### src/rtl/ps2_key_receiver_pkg.sv
// Shared definitions for the PS/2 key receiver: FSM encodings,
// frame bit positions and the parity helper.
package ps2_key_receiver_pkg;

  localparam int FRAME_W = 11;

  localparam logic [1:0] ST_IDLE    = 2'd0;
  localparam logic [1:0] ST_RECEIVE = 2'd1;
  localparam logic [1:0] ST_CHECK   = 2'd2;

  localparam int BIT_START  = 0;
  localparam int BIT_PARITY = 9;
  localparam int BIT_STOP   = 10;

  // Odd parity over data[7:0] plus the parity bit.
  function automatic logic parity_ok(input logic [8:0] pd);
    return ^pd;
  endfunction

endpackage

### src/rtl/ps2_key_fifo.sv
// First-word fall-through frame FIFO with sticky overflow flag;
// output reads as zero while empty.
module ps2_key_fifo
  import ps2_key_receiver_pkg::*;
#(
  parameter int DEPTH = 4
) (
  input  logic               clk_i,
  input  logic               rst_i,
  input  logic               push_i,
  input  logic [FRAME_W-1:0] data_i,
  input  logic               pop_i,
  output logic [FRAME_W-1:0] data_o,
  output logic               ready_o,
  output logic               overflow_o
);

  localparam int AW = $clog2(DEPTH);

  logic [FRAME_W-1:0] mem_q [DEPTH];
  logic [AW-1:0]      wr_q;
  logic [AW-1:0]      rd_q;
  logic [AW:0]        cnt_q;
  logic               ovf_q;
  logic               empty;
  logic               full;
  logic               do_push;
  logic               do_pop;

  assign empty   = (cnt_q == '0);
  assign full    = (cnt_q == (AW+1)'(DEPTH));
  assign do_pop  = pop_i & ~empty;
  // A full FIFO still accepts a push when the head leaves this cycle.
  assign do_push = push_i & (~full | do_pop);

  always_ff @(posedge clk_i) begin
    if (rst_i) begin
      wr_q  <= '0;
      rd_q  <= '0;
      cnt_q <= '0;
      ovf_q <= 1'b0;
    end else begin
      if (do_push) wr_q <= wr_q + AW'(1);
      if (do_pop)  rd_q <= rd_q + AW'(1);
      if (do_push && !do_pop)
        cnt_q <= cnt_q + (AW+1)'(1);
      else if (do_pop && !do_push)
        cnt_q <= cnt_q - (AW+1)'(1);
      if (push_i && !do_push) ovf_q <= 1'b1;
    end
  end

  always_ff @(posedge clk_i) begin
    if (do_push) mem_q[wr_q] <= data_i;
  end

  assign data_o     = empty ? '0 : mem_q[rd_q];
  assign ready_o    = ~empty;
  assign overflow_o = ovf_q;

endmodule

### src/rtl/ps2_key_receiver.sv
// PS/2 keyboard frame receiver: synchronizers, clock glitch filter,
// frame FSM with timeout, and a FIFO of received frames.
module ps2_key_receiver
  import ps2_key_receiver_pkg::*;
#(
  parameter int FILTER_LEN     = 8,
  parameter int TIMEOUT_CYCLES = 50000,
  parameter int FIFO_DEPTH     = 4
) (
  input  logic        Clock,
  input  logic        Reset,
  input  logic        iKeyboard_Clock,
  input  logic        iKeyboard_Data,
  output logic [10:0] oKey_Data_Out,
  output logic        oData_Ready,
  input  logic        iData_Received,
  output logic        oParityError,
  output logic        oFrameError,
  output logic        oOverflow
);

  localparam int FW = $clog2(FILTER_LEN) + 1;
  localparam int TW = $clog2(TIMEOUT_CYCLES) + 1;

  logic               kc_s1_q, kc_s2_q;
  logic               kd_s1_q, kd_s2_q;
  logic               filt_q, fall_q;
  logic [FW-1:0]      fcnt_q;
  logic [1:0]         state_q, state_d;
  logic [3:0]         bcnt_q, bcnt_d;
  logic [TW-1:0]      to_q, to_d;
  logic [FRAME_W-1:0] sr_q, sr_d;
  logic               perr_q, perr_d;
  logic               ferr_q, ferr_d;
  logic               ack_q;
  logic               push;
  logic               pop;
  logic               start_stop_ok;
  logic               par_ok;

  // Lines idle high, so synchronizers and filter reset to 1.
  always_ff @(posedge Clock) begin
    if (Reset) begin
      kc_s1_q <= 1'b1;
      kc_s2_q <= 1'b1;
      kd_s1_q <= 1'b1;
      kd_s2_q <= 1'b1;
      filt_q  <= 1'b1;
      fcnt_q  <= '0;
      fall_q  <= 1'b0;
    end else begin
      kc_s1_q <= iKeyboard_Clock;
      kc_s2_q <= kc_s1_q;
      kd_s1_q <= iKeyboard_Data;
      kd_s2_q <= kd_s1_q;
      fall_q  <= 1'b0;
      if (kc_s2_q == filt_q) begin
        fcnt_q <= '0;
      end else if (fcnt_q == FW'(FILTER_LEN - 1)) begin
        filt_q <= kc_s2_q;
        fcnt_q <= '0;
        fall_q <= filt_q;
      end else begin
        fcnt_q <= fcnt_q + FW'(1);
      end
    end
  end

  assign start_stop_ok = ~sr_q[BIT_START] & sr_q[BIT_STOP];
  assign par_ok        = parity_ok(sr_q[BIT_PARITY:1]);

  always_comb begin
    state_d = state_q;
    bcnt_d  = bcnt_q;
    to_d    = to_q;
    sr_d    = sr_q;
    perr_d  = 1'b0;
    ferr_d  = 1'b0;
    push    = 1'b0;
    unique case (state_q)
      ST_IDLE: begin
        if (fall_q && !kd_s2_q) begin
          sr_d    = {kd_s2_q, sr_q[FRAME_W-1:1]};
          bcnt_d  = 4'd1;
          to_d    = '0;
          state_d = ST_RECEIVE;
        end
      end
      ST_RECEIVE: begin
        if (fall_q) begin
          sr_d   = {kd_s2_q, sr_q[FRAME_W-1:1]};
          bcnt_d = bcnt_q + 4'd1;
          to_d   = '0;
          if (bcnt_q == 4'd10) state_d = ST_CHECK;
        end else if (to_q == TW'(TIMEOUT_CYCLES - 1)) begin
          ferr_d  = 1'b1;
          bcnt_d  = '0;
          to_d    = '0;
          state_d = ST_IDLE;
        end else begin
          to_d = to_q + TW'(1);
        end
      end
      ST_CHECK: begin
        push    = start_stop_ok & par_ok;
        perr_d  = ~par_ok;
        ferr_d  = ~start_stop_ok;
        bcnt_d  = '0;
        state_d = ST_IDLE;
      end
      default: begin
        state_d = ST_IDLE;
      end
    endcase
  end

  always_ff @(posedge Clock) begin
    if (Reset) begin
      state_q <= ST_IDLE;
      bcnt_q  <= '0;
      to_q    <= '0;
      sr_q    <= '0;
      perr_q  <= 1'b0;
      ferr_q  <= 1'b0;
      ack_q   <= 1'b0;
    end else begin
      state_q <= state_d;
      bcnt_q  <= bcnt_d;
      to_q    <= to_d;
      sr_q    <= sr_d;
      perr_q  <= perr_d;
      ferr_q  <= ferr_d;
      ack_q   <= iData_Received;
    end
  end

  assign pop = iData_Received & ~ack_q & oData_Ready;

  ps2_key_fifo #(
    .DEPTH(FIFO_DEPTH)
  ) u_fifo (
    .clk_i     (Clock),
    .rst_i     (Reset),
    .push_i    (push),
    .data_i    (sr_q),
    .pop_i     (pop),
    .data_o    (oKey_Data_Out),
    .ready_o   (oData_Ready),
    .overflow_o(oOverflow)
  );

  assign oParityError = perr_q;
  assign oFrameError  = ferr_q;

endmodule

### config.mk
export PLATFORM = sky130hd
export DESIGN_NAME = ps2_key_receiver
export DESIGN_NICKNAME = d
export VERILOG_FILES = /design/src/rtl/ps2_key_receiver_pkg.sv /design/src/rtl/ps2_key_fifo.sv /design/src/rtl/ps2_key_receiver.sv
export SDC_FILE = /design/constraint.sdc
export NUM_CORES = 1
export LEC_CHECK = 0
export CAP_MARGIN = 10
export CORE_MARGIN = 2
export CORE_UTILIZATION = 60
export CTS_BUF_LIST = sky130_fd_sc_hd__clkbuf_4
export DETAILED_ROUTE_END_ITERATION = 10
export PLACE_DENSITY = 0.86
export SLEW_MARGIN = 40
export SYNTH_ARGS = -nofsm -noshare
export SYNTH_HDL_FRONTEND = slang
export SYNTH_SLANG_ARGS = --single-unit
### constraint.sdc
create_clock -name Clock -period 3.85 [get_ports Clock]
set_input_delay 1.155 -clock Clock [delete_from_list [all_inputs] [get_ports Clock]]
set_output_delay 1.155 -clock Clock [all_outputs]
set_load 0.01 [all_outputs]
==> qor.log <==
qor: worst_setup_path.timing.rr.start sr_q[5]
qor: worst_setup_path.worst-endpoint-required 2690 ps
qor: yosys.synth.yosys.seq_area_share 57.4%
qor: die.die_height 88.6 um
qor: die.die_x 88.6 um
qor: yosys.netlist-cell-type-count 50
qor: routing.avgRoutedWirePerCell 14.6 um
qor: run.maxCapViolations 0
qor: die.design.portCount 20
qor: cts.postCtsHoldBufs 0
qor: finish.footprint_of_the_multi_input_gates 1730 sq um
qor: grt.gr-total-overflow 0
qor: die.cell_row_count 30
qor: yosys.synth_top_area_cell sky130_fd_sc_hd__edfxtp_1
qor: finish.layout.nets 397
qor: power_and_ir_drop.post-layout-total-power 0.00231 W
qor: worst_setup_path.path_class reg -> out
qor: power_and_ir_drop.power-per-cell-area 490 nW/um^2
qor: sta.drv_slew 0
qor: cts.cts_setup_buffers 0
qor: worst_setup_path.setup.worst_path.start_class register
qor: finish.seqCellArea 2460 sq um
qor: sta.grt_setup_unrepaired no
qor: routing.dr.pass1.iters 4
qor: grt.grt_antenna_before_repair 0
qor: yosys.yosys.area_share.adder 4.26%
qor: sta.worst_slew_pin_slew 722 ps
qor: yosys.netlist_instances 355
qor: yosys.synth_seq_cells 101
qor: yosys.synth.area.mux_share 9.06%
qor: finish.num-fill-cells 484
qor: yosys.synth_top_family_by_area simple AND/OR/NAND/NOR gates
qor: yosys.synth_ff_type sky130_fd_sc_hd__dfxtp_1
qor: worst_setup_path.critical_path.endpoint_type primary output
qor: yosys.synth_simple_gate_area_share 16.0%
qor: sta.share_of_the_cycle_needed_by_the_critical_path_after_routing 91.5%
qor: sta.max_clock_freq 284 MHz
qor: cts.worst_skew_pair.late_latency 440 ps
qor: yosys.synth-warning-count 0
qor: sta.clock_skew 17.7 ps
qor: cts.htree_levels 3
qor: power_and_ir_drop.cellLeakagePower 1.59 nW
qor: cts.cts_root_buffer sky130_fd_sc_hd__clkbuf_4
qor: placed_design.hpwl 4830 um
qor: worst_hold_path.hold_path.startpoint kd_s1_q
qor: yosys.synth_area_per_cell 12.1 sq um
qor: power_and_ir_drop.vdd_drop_max 0.000251 V
qor: yosys.synth_area 4290 sq um
qor: sta.timing.hold.ws 432 ps
qor: finish.layout_stage_area_growth_over_the_synthesis_result 9.65%
qor: grt.grt_pass1_vias 2553
qor: routing.routed-via-count 2650
qor: yosys.ys_async_sr_fraction 0%
qor: cts.cts.path.max_buffers 2
qor: die.dieArea 7850 sq um
qor: sta.final_hold_viol_count 0
qor: cts.cts_repair_resize_count 0
qor: sta.worst_slew_margin_rel 51.8%
qor: yosys.synthXorXnorAreaFrac 6.44%
qor: finish.insertedDiodeCount 0
qor: grt.first_pass_grt_wire_length 11600 um
qor: sta.shortest_clock_period_the_worst_path_allows_after_layout 3520 ps
qor: routing.drtAntennaViolNets 0
qor: routing.mean_number_of_vias_per_cell 5.53
qor: finish.post_route_cells_drive_above_1_share 11.2%
qor: yosys.ys_top_cells_by_area sky130_fd_sc_hd__edfxtp_1 (31%), sky130_fd_sc_hd__dfxtp_1 (27%), sky130_fd_sc_hd__mux4_2 (5.8%)
qor: finish.layout.cells.most_common_list sky130_fd_sc_hd__dfxtp_1 (57), sky130_fd_sc_hd__nor2_1 (50), sky130_fd_sc_hd__edfxtp_1 (44)
qor: yosys.synth_nets 374
qor: placed_design.finalWeightedCongestion 0.845
qor: sta.finalSetupViolations 0
qor: yosys.synth-edff-count 44
qor: routing.drc 0
qor: finish.layout_commonest_cell sky130_fd_sc_hd__dfxtp_1
qor: yosys.yosys.area.top_type_share 30.8%
qor: grt.largest_net_degree_at_the_start_of_global_routing 27
qor: yosys.synth-compound-area-share 4.58%
qor: worst_setup_path.critPathMaxFanout 6
qor: die.placeableCoreArea 6870 sq um
qor: cts.cts_tree yes
qor: grt.grt_util_all_layers 19.4%
qor: routing.drt_iter0_markers 149
qor: routing.total_wire_length_after_detailed_routing 6980 um
qor: die.initial_core_utilization 62.5%
qor: worst_setup_path.arrival 2370 ps
qor: cts.cts.sink_count 101
qor: placed_design.port_buffers 19
qor: worst_hold_path.worst_hold_path_type reg -> reg
qor: sta.tns 0 ps
qor: run_status.status finished, final reports clean
qor: cts.cts.reportedPaths.clkPinSlew 160 ps
qor: cts.cts_bufs_inserted 9
[Yosys cell counts (all sizes together), types with 2 or more instances]
library cell	count
and3b	2
xor2	10
o21ai	11
nor2	51
a311oi	2
edfxtp	44
or2	4
nor3b	2
buf	4
inv	13
nand2	8
a21oi	9
nand2b	6
nor3	10
and2	4
clkbuf	6
nand4	3
a31oi	2
nand3	12
ha	13
dfxtp	57
nor2b	14
mux2i	13
xnor2	19
nor4	3
mux4	11
and3	4
[cell families (layout without fill, tap and decap cells)]
logic type               after synthesis  count (layout)
XOR/XNOR                              30              30
AO/OA/AOI/OAI                         31              31
AND/OR/NAND/NOR                      131             131
adder cells (fa/ha/maj)               14              14
buffers and inverters                 23              51
multiplexers                          25              25
flip-flops                           101             101
[flip-flops by register name, summed over array words and instances, names as in the netlist, 2 cells and up, named ones only]
signal	cells
bcnt_q	4
sr_q	11
u_fifo.mem_q	44
u_fifo.rd_q	2
u_fifo.wr_q	2
state_q	2
u_fifo.cnt_q	3
to_q	17
fcnt_q	4
[where the power goes]
part	internal (W)	switching (W)
Clock	0.000150	0.000364
Combinational	0.000341	0.000265
Sequential	0.00114	0.0000453
Total	0.00163	0.000674
[critical path: stages (launching register included)]
cell	delay, ps
sky130_fd_sc_hd__dfxtp_1	570
sky130_fd_sc_hd__buf_4	260
sky130_fd_sc_hd__mux4_2	500
sky130_fd_sc_hd__nor2b_1	140
sky130_fd_sc_hd__clkdlybuf4s50_1	470
[stage by stage]
stage	area (sq um)	util (%)	std cells	setup WS [ps]
final	4710	68.5	479	329
after global routing	4710	68.5	479	152
after CTS	4710	68.5	479	274
after detailed placement	4570	66.6	463	281
after global placement	4570	66.6	463	378
after floorplan	4290	-	355	946
[per-layer routing]
layer  vias up  GRT usage, %  routed length [um]
met1      1279          24.2                3110
met4         0          7.02                  75
met2        56          34.1                3580
met3        10          3.36                 208
met5         -             0                   0
li1       1305             -                   -
[final timing paths]
check	end	depth (start not counted)	slack (ps)
setup / recovery	oKey_Data_Out[1]	4	330
hold / removal	kd_s2_q	1	430
setup reg to reg	u_fifo.cnt_q[2]	10	750
hold reg to reg	kd_s2_q	1	430
[cell type report]
| cell class | instances | area share [%] |
|---|---|---|
| clock buffers | 9 | 1.44 |
| clock inverters | 7 | 1.38 |
| inverters | 13 | 1.04 |
| multi-input cells | 231 | 36.8 |
| flip-flops and latches | 101 | 52.3 |
| well taps | 96 | 2.55 |
| repair buffers | 22 | 4.52 |
(Power assumes the default switching activity.)
